===== config.mk =====
export PLATFORM = sky130hd
export DESIGN_NAME = rca_seq_ctrl
export DESIGN_NICKNAME = d
export VERILOG_FILES = /design/src/rtl/rca_seq_pkg.sv /design/src/rtl/rca_slice.sv /design/src/rtl/rca_seq_ctrl.sv
export SDC_FILE = /design/constraint.sdc
export NUM_CORES = 1
export LEC_CHECK = 0
export BUFFER_PORTS_ARGS = -buffer_cell sky130_fd_sc_hd__buf_2
export CORE_UTILIZATION = 49
export CTS_CLUSTER_DIAMETER = 60
export DETAILED_ROUTE_END_ITERATION = 16
export PLACE_DENSITY = 0.78
export SLEW_MARGIN = 20
export SYNTH_ARGS = -nofsm -noshare
export SYNTH_HDL_FRONTEND = slang
export SYNTH_HIERARCHICAL = 1
export SYNTH_SLANG_ARGS = --single-unit

===== constraint.sdc =====
create_clock -name clk -period 3.3 [get_ports clk]
set_clock_uncertainty 0.2 [all_clocks]
set_input_delay 0.165 -clock clk [delete_from_list [all_inputs] [get_ports clk]]
set_output_delay 0.165 -clock clk [all_outputs]
set_load 0.01 [all_outputs]

===== src/rtl/rca_seq_pkg.sv =====
// Shared types and constants for the sequential ripple-carry adder (rca_seq_ctrl).
package rca_seq_pkg;

  typedef enum logic [1:0] {
    IDLE = 2'd0,
    RUN  = 2'd1,
    DONE = 2'd2
  } state_t;

  localparam int DEF_WIDTH = 16;
  localparam int DEF_SLICE = 4;

  // Slice index width; a single-slice build still needs a 1-bit index.
  function automatic int idx_width(input int nslice);
    return (nslice <= 1) ? 1 : $clog2(nslice);
  endfunction

endpackage


===== src/rtl/rca_slice.sv =====
// SLICE-bit combinational ripple-carry adder, shared by every slice step of rca_seq_ctrl.
module rca_slice #(
  parameter int SLICE = 4
) (
  input  logic [SLICE-1:0] a,
  input  logic [SLICE-1:0] b,
  input  logic             cin,
  output logic [SLICE-1:0] sum,
  output logic             cout
);

  logic carry_v;

  always_comb begin
    carry_v = cin;
    sum     = '0;
    for (int i = 0; i < SLICE; i++) begin
      sum[i]  = a[i] ^ b[i] ^ carry_v;
      carry_v = (a[i] & b[i]) | (carry_v & (a[i] ^ b[i]));
    end
    cout = carry_v;
  end

endmodule


===== src/rtl/rca_seq_ctrl.sv =====
// Multi-cycle WIDTH-bit adder reusing one SLICE-bit ripple slice, LSB slice first.
// Optional signed-overflow output ovf is enabled by defining RCA_SEQ_OVERFLOW_EN.
module rca_seq_ctrl
  import rca_seq_pkg::*;
#(
  parameter int WIDTH = DEF_WIDTH,
  parameter int SLICE = DEF_SLICE
) (
  input  logic             clk,
  input  logic             rst,
  input  logic             in_valid,
  output logic             in_ready,
  input  logic [WIDTH-1:0] a,
  input  logic [WIDTH-1:0] b,
  input  logic             cin,
  output logic             out_valid,
  input  logic             out_ready,
  output logic [WIDTH-1:0] sum,
  output logic             cout,
`ifdef RCA_SEQ_OVERFLOW_EN
  output logic             ovf,
`endif
  output state_t           fsm_state
);

  // Handshake: a transfer happens on a rising edge where valid and ready are both
  // high; valid never depends combinationally on ready, and ready is registered.

  localparam int NSLICE = WIDTH / SLICE;
  localparam int IW     = idx_width(NSLICE);

  if (WIDTH % SLICE != 0) begin : g_width_check
    $error("rca_seq_ctrl: WIDTH must be a multiple of SLICE");
  end

  state_t           state;
  logic [WIDTH-1:0] a_reg;
  logic [WIDTH-1:0] b_reg;
  logic             carry;
  logic [IW-1:0]    idx;

  logic [SLICE-1:0] sl_a;
  logic [SLICE-1:0] sl_b;
  logic [SLICE-1:0] sl_sum;
  logic             sl_cout;

  assign sl_a      = a_reg[idx*SLICE +: SLICE];
  assign sl_b      = b_reg[idx*SLICE +: SLICE];
  assign fsm_state = state;

  rca_slice #(.SLICE(SLICE)) u_slice (
    .a    (sl_a),
    .b    (sl_b),
    .cin  (carry),
    .sum  (sl_sum),
    .cout (sl_cout)
  );

  always_ff @(posedge clk or posedge rst) begin
    if (rst) begin
      state     <= IDLE;
      in_ready  <= 1'b1;
      out_valid <= 1'b0;
      sum       <= '0;
      cout      <= 1'b0;
      carry     <= 1'b0;
      idx       <= '0;
      a_reg     <= '0;
      b_reg     <= '0;
`ifdef RCA_SEQ_OVERFLOW_EN
      ovf       <= 1'b0;
`endif
    end else begin
      case (state)
        IDLE: begin
          if (in_valid && in_ready) begin
            a_reg    <= a;
            b_reg    <= b;
            carry    <= cin;
            idx      <= '0;
            in_ready <= 1'b0;
            state    <= RUN;
          end
        end
        RUN: begin
          sum[idx*SLICE +: SLICE] <= sl_sum;
          carry                   <= sl_cout;
          if (idx == IW'(NSLICE - 1)) begin
            idx       <= '0;
            cout      <= sl_cout;
            out_valid <= 1'b1;
            state     <= DONE;
`ifdef RCA_SEQ_OVERFLOW_EN
            // Carry into the MSB is recovered from the MSB sum bit and its operands.
            ovf <= (sl_a[SLICE-1] ^ sl_b[SLICE-1] ^ sl_sum[SLICE-1]) ^ sl_cout;
`endif
          end else begin
            idx <= idx + 1'b1;
          end
        end
        DONE: begin
          if (out_ready) begin
            out_valid <= 1'b0;
            in_ready  <= 1'b1;
            state     <= IDLE;
          end
        end
        default: begin
          state    <= IDLE;
          in_ready <= 1'b1;
        end
      endcase
    end
  end

endmodule


======== After elaboration in Yosys (flattened, before gate mapping) ========
Cells that the tools add are included.
cells by class
  add/sub/neg operators ................... 2
  multipliers ............................. 0
  divide/modulo/power cells ............... 0
  $lt $le $gt $ge ......................... 0
  equal/unequal tests ..................... 6
  shift-type cells ........................ 4
  muxes and demuxes ....................... 16
  bitwise operators ....................... 21
  reductions and logical operators ........ 10
operators by type and width
  cell                       count
  $neg A4 Y34                1
  $shift A4 B34 Y16 const A  1
  $shiftx A4 B34 Y16         1
  $shiftx A16 B5 Y4          2
  $bwmux W16                 1
  $mux W2                    5
  $reduce_and A3 Y1          3
  $and A1 B1 Y1              8
  $xor A1 B1 Y1              8
  $ne A2 B2 Y1 const B       3
  $pmux W2 S3                1
  $reduce_and A2 Y1          3
  $mux W1                    5
  $eq A2 B2 Y1 const B       2
  $or A1 B1 Y1               4
  $pmux W1 S2                2
  $pmux W2 S2                1
  $reduce_bool A2 Y1         2
  $pmux W1 S3                1
  $add A2 B1 Y2 const B      1
  $eq A2 B1 Y1 const B       1
  $logic_not A2 Y1           1
  $logic_and A1 B1 Y1        1
  $not A1 Y1                 1
word-level totals
  flip-flop bits (word level) ............. 56
  latch bits .............................. 0
  memory bits (writable) .................. 0
  bits in read-only memories .............. 0
  bits of input ports ..................... 37
  logic and storage cells ................. 68
  memories kept ........................... 0

======== Depth between registers and ports, before layout ========
Gate-level depths: netlist of the first run.
  depth after elaboration ................. 11
  mapped depth ............................ 12
  mapped depth without buffers ............ 11

======== By module ========
The synthesis of the first run kept the hierarchy.
by module, submodules not included
  module        instances  cells each  area each (sq um)  sequential area each (sq um)
  rca_seq_ctrl  1          176         2622.5             1402.6
  rca_slice     1          14          117.6              0.0

======== Worst setup path before layout of the first run ========
Ideal clock, no wire load.
  path kind ............................... register to register
  from .................................... reg idx[0]
  to ...................................... reg sum[15]
  arrival ................................. 2964 ps
  setup slack ............................. 52 ps
  cell stages (with the launch flop) ...... 13
  period minus slack after synthesis ...... 3248 ps
  path through ............................ dfrtp_1 -> buf_4 -> mux4_2 -> fa_1 -> inv_1 -> fa_1 -> inv_1 -> fa_1 -> inv_1 -> fa_1 -> inv_1 -> nand2_1 -> o21ai_0
between the ends
  word-level cells in the longest chain between the ends .. 11
  elaborated cells on any way between the ends .. 23
  classes of those cells .................. 1 x add/sub; 4 x shift; 1 x mux; 17 x bitwise
RTL lines
  element                        line                source
  start, declared                rca_seq_ctrl.sv:40  logic [IW-1:0] idx;
  start signal, assigned         rca_seq_ctrl.sv:98  idx <= idx + 1'b1;
  $shiftx A16 B5 Y4 *            rca_seq_ctrl.sv:47  assign sl_a = a_reg[idx*SLICE +: SLICE];
  net sl_a[0]                    rca_seq_ctrl.sv:42  logic [SLICE-1:0] sl_a;
  $xor A1 B1 Y1                  rca_slice.sv:19     carry_v = (a[i] & b[i]) | (carry_v & (a[i] ^ b[i]));
  $and A1 B1 Y1                  rca_slice.sv:19
  $or A1 B1 Y1 *                 rca_slice.sv:19
  $and A1 B1 Y1 *                rca_slice.sv:19
  $or A1 B1 Y1 *                 rca_slice.sv:19
  $and A1 B1 Y1 *                rca_slice.sv:19
  $or A1 B1 Y1 *                 rca_slice.sv:19
  $xor A1 B1 Y1 *                rca_slice.sv:18     sum[i] = a[i] ^ b[i] ^ carry_v;
  net sl_sum[3]                  rca_seq_ctrl.sv:44  logic [SLICE-1:0] sl_sum;
  $shiftx A4 B34 Y16 *           rca_seq_ctrl.sv:86  sum[idx*SLICE +: SLICE] <= sl_sum;
  $bwmux W16 *                   rca_seq_ctrl.sv:86
  end signal, assigned by index  rca_seq_ctrl.sv:86
  end, declared                  rca_seq_ctrl.sv:18  output logic [WIDTH-1:0] sum,
Mark *: on every way through the listed nets, which the timed path passes. The rest lies on a longest branch.
A chain may end at the register's enable or synchronous reset.

======== Worst setup path after layout of the first run ========
Same ends and word-level chain as after synthesis.

==> flow_metrics.tcl, run 1 <==
set metrics [dict create \
    outcome "completed" \
    placed_area_um2 3080 \
    gp_congestion 0.792 \
    fillers 379 \
    final.setup.tns_ns 0 \
    grt_pass1_vias 1918 \
    grt_start_max_net_pins 34 \
    grt-ovfl-total 0 \
    root_buffer "clkbuf_8" \
    synth_area_per_cell_um2 14.4 \
    worstHoldPathType "flop to flop" \
    synth-seq-cells 56 \
    die_area_um2 5900 \
    p_per_area_nw_per_um2 842 \
    die_x_um 76.8 \
    multi_input_area_um2 1200 \
    slew_violations 0 \
    fmax_mhz 318 \
    cap_violations 0 \
    cp_cell_sequence "mux4_2, fa_1, inv_1, fa_1, inv_1, fa_1, inv_1, fa_1, inv_1, nand2_1, o21ai_0" \
    port_buffers 57 \
    grtUsageTotal 0.207 \
    crit_fanout 4 \
    critPathArrivalTime_ns 3.17 \
    vias 1780 \
    rsz0062_at_grt "no" \
    synth_top_area_cell "dfrtp_1" \
    worst_slew_pin_slew_ns 0.680 \
    firstDrtPassIters 4 \
    drt-total-wl_um 5390 \
    max_stage_delay_ns 0.52 \
    yosysTopAreaCellShare 0.502 \
    cts_buffer_depth 2 \
    ys_seq_area_frac 0.512 \
    drive_above_1_share 0.414 \
    finalNetCount 336 \
    synthTopCellsByArea "dfrtp_1 (50%), mux2_4 (14%), mux4_2 (6.6%)" \
    final_core_util 0.678 \
    synthCells 190 \
    hold_viol_final 0 \
    drtIter0Drc 71 \
    crit_buf_inv 4 \
    drc_errors 0 \
    post-cts-setup-buffer-count 0 \
    cts_sinks 56 \
    antenna_found_initial 0 \
    dp_hpwl_um 3640 \
    start_kind "flop" \
    syn_area_um2 2740 \
    grt_pass1_wl_um 9280 \
    seq_area_um2 1400 \
    path_class "flop to flop" \
    cts_inserted_buffers 5 \
    ant_nets 0 \
    n_antenna_cell 0 \
    p_leak_nw 1.70 \
    rows 26 \
    setup_viol 0 \
    clkSlewWorstSetupHoldPaths_ns 0.09 \
    clock_latency_ns 0.30 \
    yosys_warnings 6 \
    fin_crit_sh 0.954 \
    worst_path_max_delay_cell "mux4_2" \
    via_per_inst 4.94 \
    final_cell_mix "buf_2 (57), dfrtp_1 (54), dlygate4sd3_1 (36), mux2_4 (25), nand2_1 (19)" \
    post_drt_wl_per_cell_um 15.0 \
    cts_tree "yes" \
    hold-worst-slack_ns 0.279 \
    coreArea_um2 5240 \
    worst_setup_path_end_kind "flop" \
    syn_to_final_growth_pct 29.5 \
    postLayoutCellArea_um2 3550 \
    initial_core_util 0.523 \
    layout_commonest_cell "buf_2" \
    required_ns 3.32 \
    synthesis.nets 237 \
    irDropWorstVdd_uv 446 \
    io_pins 58 \
    die_h_um 76.8 \
    slew_headroom 0.546 \
    min_period_ns 3.15 \
    critPathTopFamily "adder cells" \
    cts_htree_levels 2 \
    synth_cell_types 29 \
]
where the power goes:
part | internal [mW] | switching (mW)
logic | 0.732 | 0.658
registers | 0.972 | 0.191
clock network | 0.225 | 0.210
cell families (layout without fill, tap and decap cells):
kind of cell    after synthesis  count (layout)  share of synthesized area
compound gates               27              27                     0.0648
fa+ha+maj                    10              10                     0.0566
buf+inv                      23             123                     0.0516
flops                        56              56                      0.512
mux                          41              41                      0.236
simple gates                 33              33                     0.0794
layout make-up:
type                            instances  area share
Multi-Input combinational cell        111       0.337
Tap cell                               70      0.0247
Clock inverter                          3      0.0120
Inverter                               16      0.0169
Sequential cell                        56       0.395
Timing Repair Buffer                   99       0.195
Clock buffer                            5      0.0194
layer usage:
metal / up-vias / share of wire / global-route usage
li1: 872 / - / -
met1: 856 / 0.45 / 0.267
met2: 45 / 0.50 / 0.357
met3: 7 / 0.036 / 0.0357
met4: 0 / 0.011 / 0.0577
met5: - / 0 / 0
worst min-delay path: cells and delay by family, from the launching register on:
family             cells  cell delay, ns
and+or+nand+nor        1            0.04
AOI/OAI and AO/OA      1            0.06
DFF                    1            0.35
synthesized netlist by cell type:
master	count
nand2_1	19
o21ai_0	12
buf_4	2
buf_12	2
o21bai_1	1
nand2b_1	2
nor4_4	1
nor3_1	1
or3_1	1
and4bb_1	1
a22o_1	8
mux4_2	8
dfstp_2	1
nand3b_1	4
nor4b_4	1
mux2_2	8
fa_1	4
clkbuf_1	1
nor4b_2	1
ha_1	6
and4bb_2	1
a21oi_1	2
a22oi_1	1
and2b_1	1
dfrtp_1	55
buf_6	2
o31ai_1	3
inv_1	16
mux2_4	25
stage by stage:
| stage | setup slack, ns | std cells | power (mW) |
|---|---|---|---|
| 2_1_floorplan | 0.0523 | 190 | 2.15 |
| 6_report | 0.151 | 360 | 2.99 |
| 5_1_grt | 0.0130 | 360 | 3.21 |
| 3_3_place_gp | 0.244 | 316 | 2.49 |
| 3_5_place_dp | 0.194 | 316 | 2.53 |
| 4_1_cts | 0.0998 | 360 | 3.01 |
repair_timing:
action	4_1_cts	5_1_grt
setup endpoints to repair	0	2
resized for setup	0	1
hold endpoints to repair	67	0
hold buffers	36	0
path summary, 6_finish.rpt:
check	end	cells after the start	slack, ns	from
worst max-delay path	sum[15]	11	0.15	idx[0]
worst min register to register	sum[6]	2	0.28	sum[6]
max in group asynchronous	idx[0]	4	1.81	rst
min in group asynchronous	a_reg[2]	3	0.30	rst
worst max register to register	sum[15]	11	0.15	idx[0]
worst min-delay path	sum[6]	2	0.28	sum[6]
Note: power is estimated with default switching activity, not from simulation.
==> run 2: changes to the inputs <==
--- a/config.mk
+++ b/config.mk
@@ -8,6 +8,7 @@
 export BUFFER_PORTS_ARGS = -buffer_cell sky130_fd_sc_hd__buf_2
 export CORE_UTILIZATION = 49
 export CTS_CLUSTER_DIAMETER = 60
+export CTS_CLUSTER_SIZE = 24
 export DETAILED_ROUTE_END_ITERATION = 16
 export PLACE_DENSITY = 0.78
 export SLEW_MARGIN = 20
==> constraint.sdc (replaced) <==
create_clock -name clk -period 3.3 [get_ports clk]
set_clock_uncertainty 0.2 [all_clocks]
set_input_delay 0 -clock clk [delete_from_list [all_inputs] [get_ports clk]]
set_output_delay 0 -clock clk [all_outputs]
set_load 0.01 [all_outputs]
==> flow_metrics.tcl, run 2 (synthesis gave the netlist of run 1 again) <==
set metrics [dict create \
    start_kind "flop" \
    slew_violations 0 \
    antenna_found_initial 0 \
    clock_latency_ns 0.32 \
    syn_to_final_growth_pct 31.3 \
    final_cell_mix "buf_2 (57), dfrtp_1 (54), dlygate4sd3_1 (36), mux2_4 (25), nand2_1 (19)" \
    io_pins 58 \
    setup_viol 0 \
    post_drt_wl_per_cell_um 15.2 \
    die_x_um 76.8 \
    slew_headroom 0.662 \
    dp_hpwl_um 3620 \
    postLayoutCellArea_um2 3600 \
    drc_errors 0 \
    n_antenna_cell 0 \
    placed_area_um2 3080 \
    r2r_slack_ns 0.18 \
    critPathArrivalTime_ns 3.16 \
    cts_inserted_buffers 5 \
    setup_slack_ns 0.178 \
    worst_slew_pin_slew_ns 0.507 \
    cts_htree_levels 2 \
    placed_cells 316 \
    drive_above_1_share 0.414 \
    initial_core_util 0.523 \
    drtIter0Drc 58 \
    fmax_mhz 320 \
    firstDrtPassIters 4 \
    cts_buffer_depth 2 \
    cap_violations 0 \
    p_leak_nw 1.72 \
    via_per_inst 4.99 \
    drt-total-wl_um 5460 \
    cts_sinks 56 \
    grtUsageTotal 0.206 \
    fillers 373 \
    grt-ovfl-total 0 \
    grt_start_max_net_pins 36 \
    min_period_ns 3.12 \
    p_per_area_nw_per_um2 879 \
    rows 26 \
    coreArea_um2 5240 \
    cts_tree "yes" \
    worst_setup_path_end_kind "flop" \
    ant_nets 0 \
    place_ws_ns 0.173 \
    final_cells 360 \
    finalNetCount 336 \
    port_buffers 57 \
    layout_commonest_cell "buf_2" \
    gp_congestion 0.798 \
    die_h_um 76.8 \
    outcome "completed" \
    grt_pass1_vias 1863 \
    path_class "flop to flop" \
    post-cts-setup-buffer-count 0 \
    crit_fanout 4 \
    die_area_um2 5900 \
    fin_crit_sh 0.946 \
    worstHoldPathType "input port to asynchronous set/reset pin" \
    clkSlewWorstSetupHoldPaths_ns 0.10 \
    vias 1795 \
    root_buffer "clkbuf_8" \
    required_ns 3.34 \
    hold_viol_final 0 \
    irDropWorstVdd_uv 564 \
    grt_pass1_wl_um 9200 \
]
-- run 2: per-layer routing --
layer,wire [um],track usage,vias up
li1,-,-,866
met1,2570,0.280,878
met2,2600,0.330,44
met3,235,0.0500,7
met4,59,0.0519,0
met5,0,0,-
-- run 2: worst paths after layout --
kind / cells after the start / start / endpoint
max: 11 / idx[0] / sum[7]
min reg2reg: 2 / sum[13] / sum[13]
max reg2reg: 11 / idx[0] / sum[7]
max in group asynchronous: 4 / rst / idx[0]
min: 3 / rst / sum[0]
min in group clk: 3 / out_ready / fsm_state[1]
-- run 2: what timing repair did --
item / in CTS / in global routing
hold endpoints to repair: 57 / 0
hold buffers: 36 / 0
endpoints found under the setup margin: 0 / 2
resized for setup: 0 / 1
-- run 2: power by group --
| part | switching, mW | internal, mW |
|---|---|---|
| sequential | 0.190 | 0.971 |
| combinational | 0.662 | 0.733 |
| clock | 0.226 | 0.379 |
| total | 1.08 | 2.08 |
-- run 2: final cells by class --
cell class                      count  area, um^2  share of cell area
Inverter                           16        60.1              0.0167
Sequential cell                    56        1400               0.390
Timing Repair Buffer               99         691               0.192
Tap cell                           70        87.6              0.0243
Clock buffer                        5        68.8              0.0191
Multi-Input combinational cell    111        1200               0.333
Clock inverter                      3        90.1              0.0250
-- run 2: stage by stage --
| step | TNS (ns) | utilization | hold WS (ns) | power (mW) |
|---|---|---|---|---|
| after floorplan | 0 | - | -0.114 | 2.15 |
| after global placement | 0 | 0.587 | -0.175 | 2.49 |
| after CTS | 0 | 0.687 | 0.0356 | 3.16 |
| after global routing | -0.00269 | 0.687 | 0.0537 | 3.37 |
| after detailed placement | 0 | 0.587 | -0.166 | 2.53 |
| final | 0 | 0.687 | 0.0156 | 3.16 |
-- run 2: critical path, stage by stage, from the launching register on --
cell	delay [ns]
dfrtp_2	0.42
mux4_2	0.53
fa_1	0.43
inv_1	0.08
fa_1	0.17
inv_1	0.06
fa_1	0.35
inv_1	0.07
fa_1	0.40
inv_1	0.13
nand2_1	0.06
o21ai_0	0.15
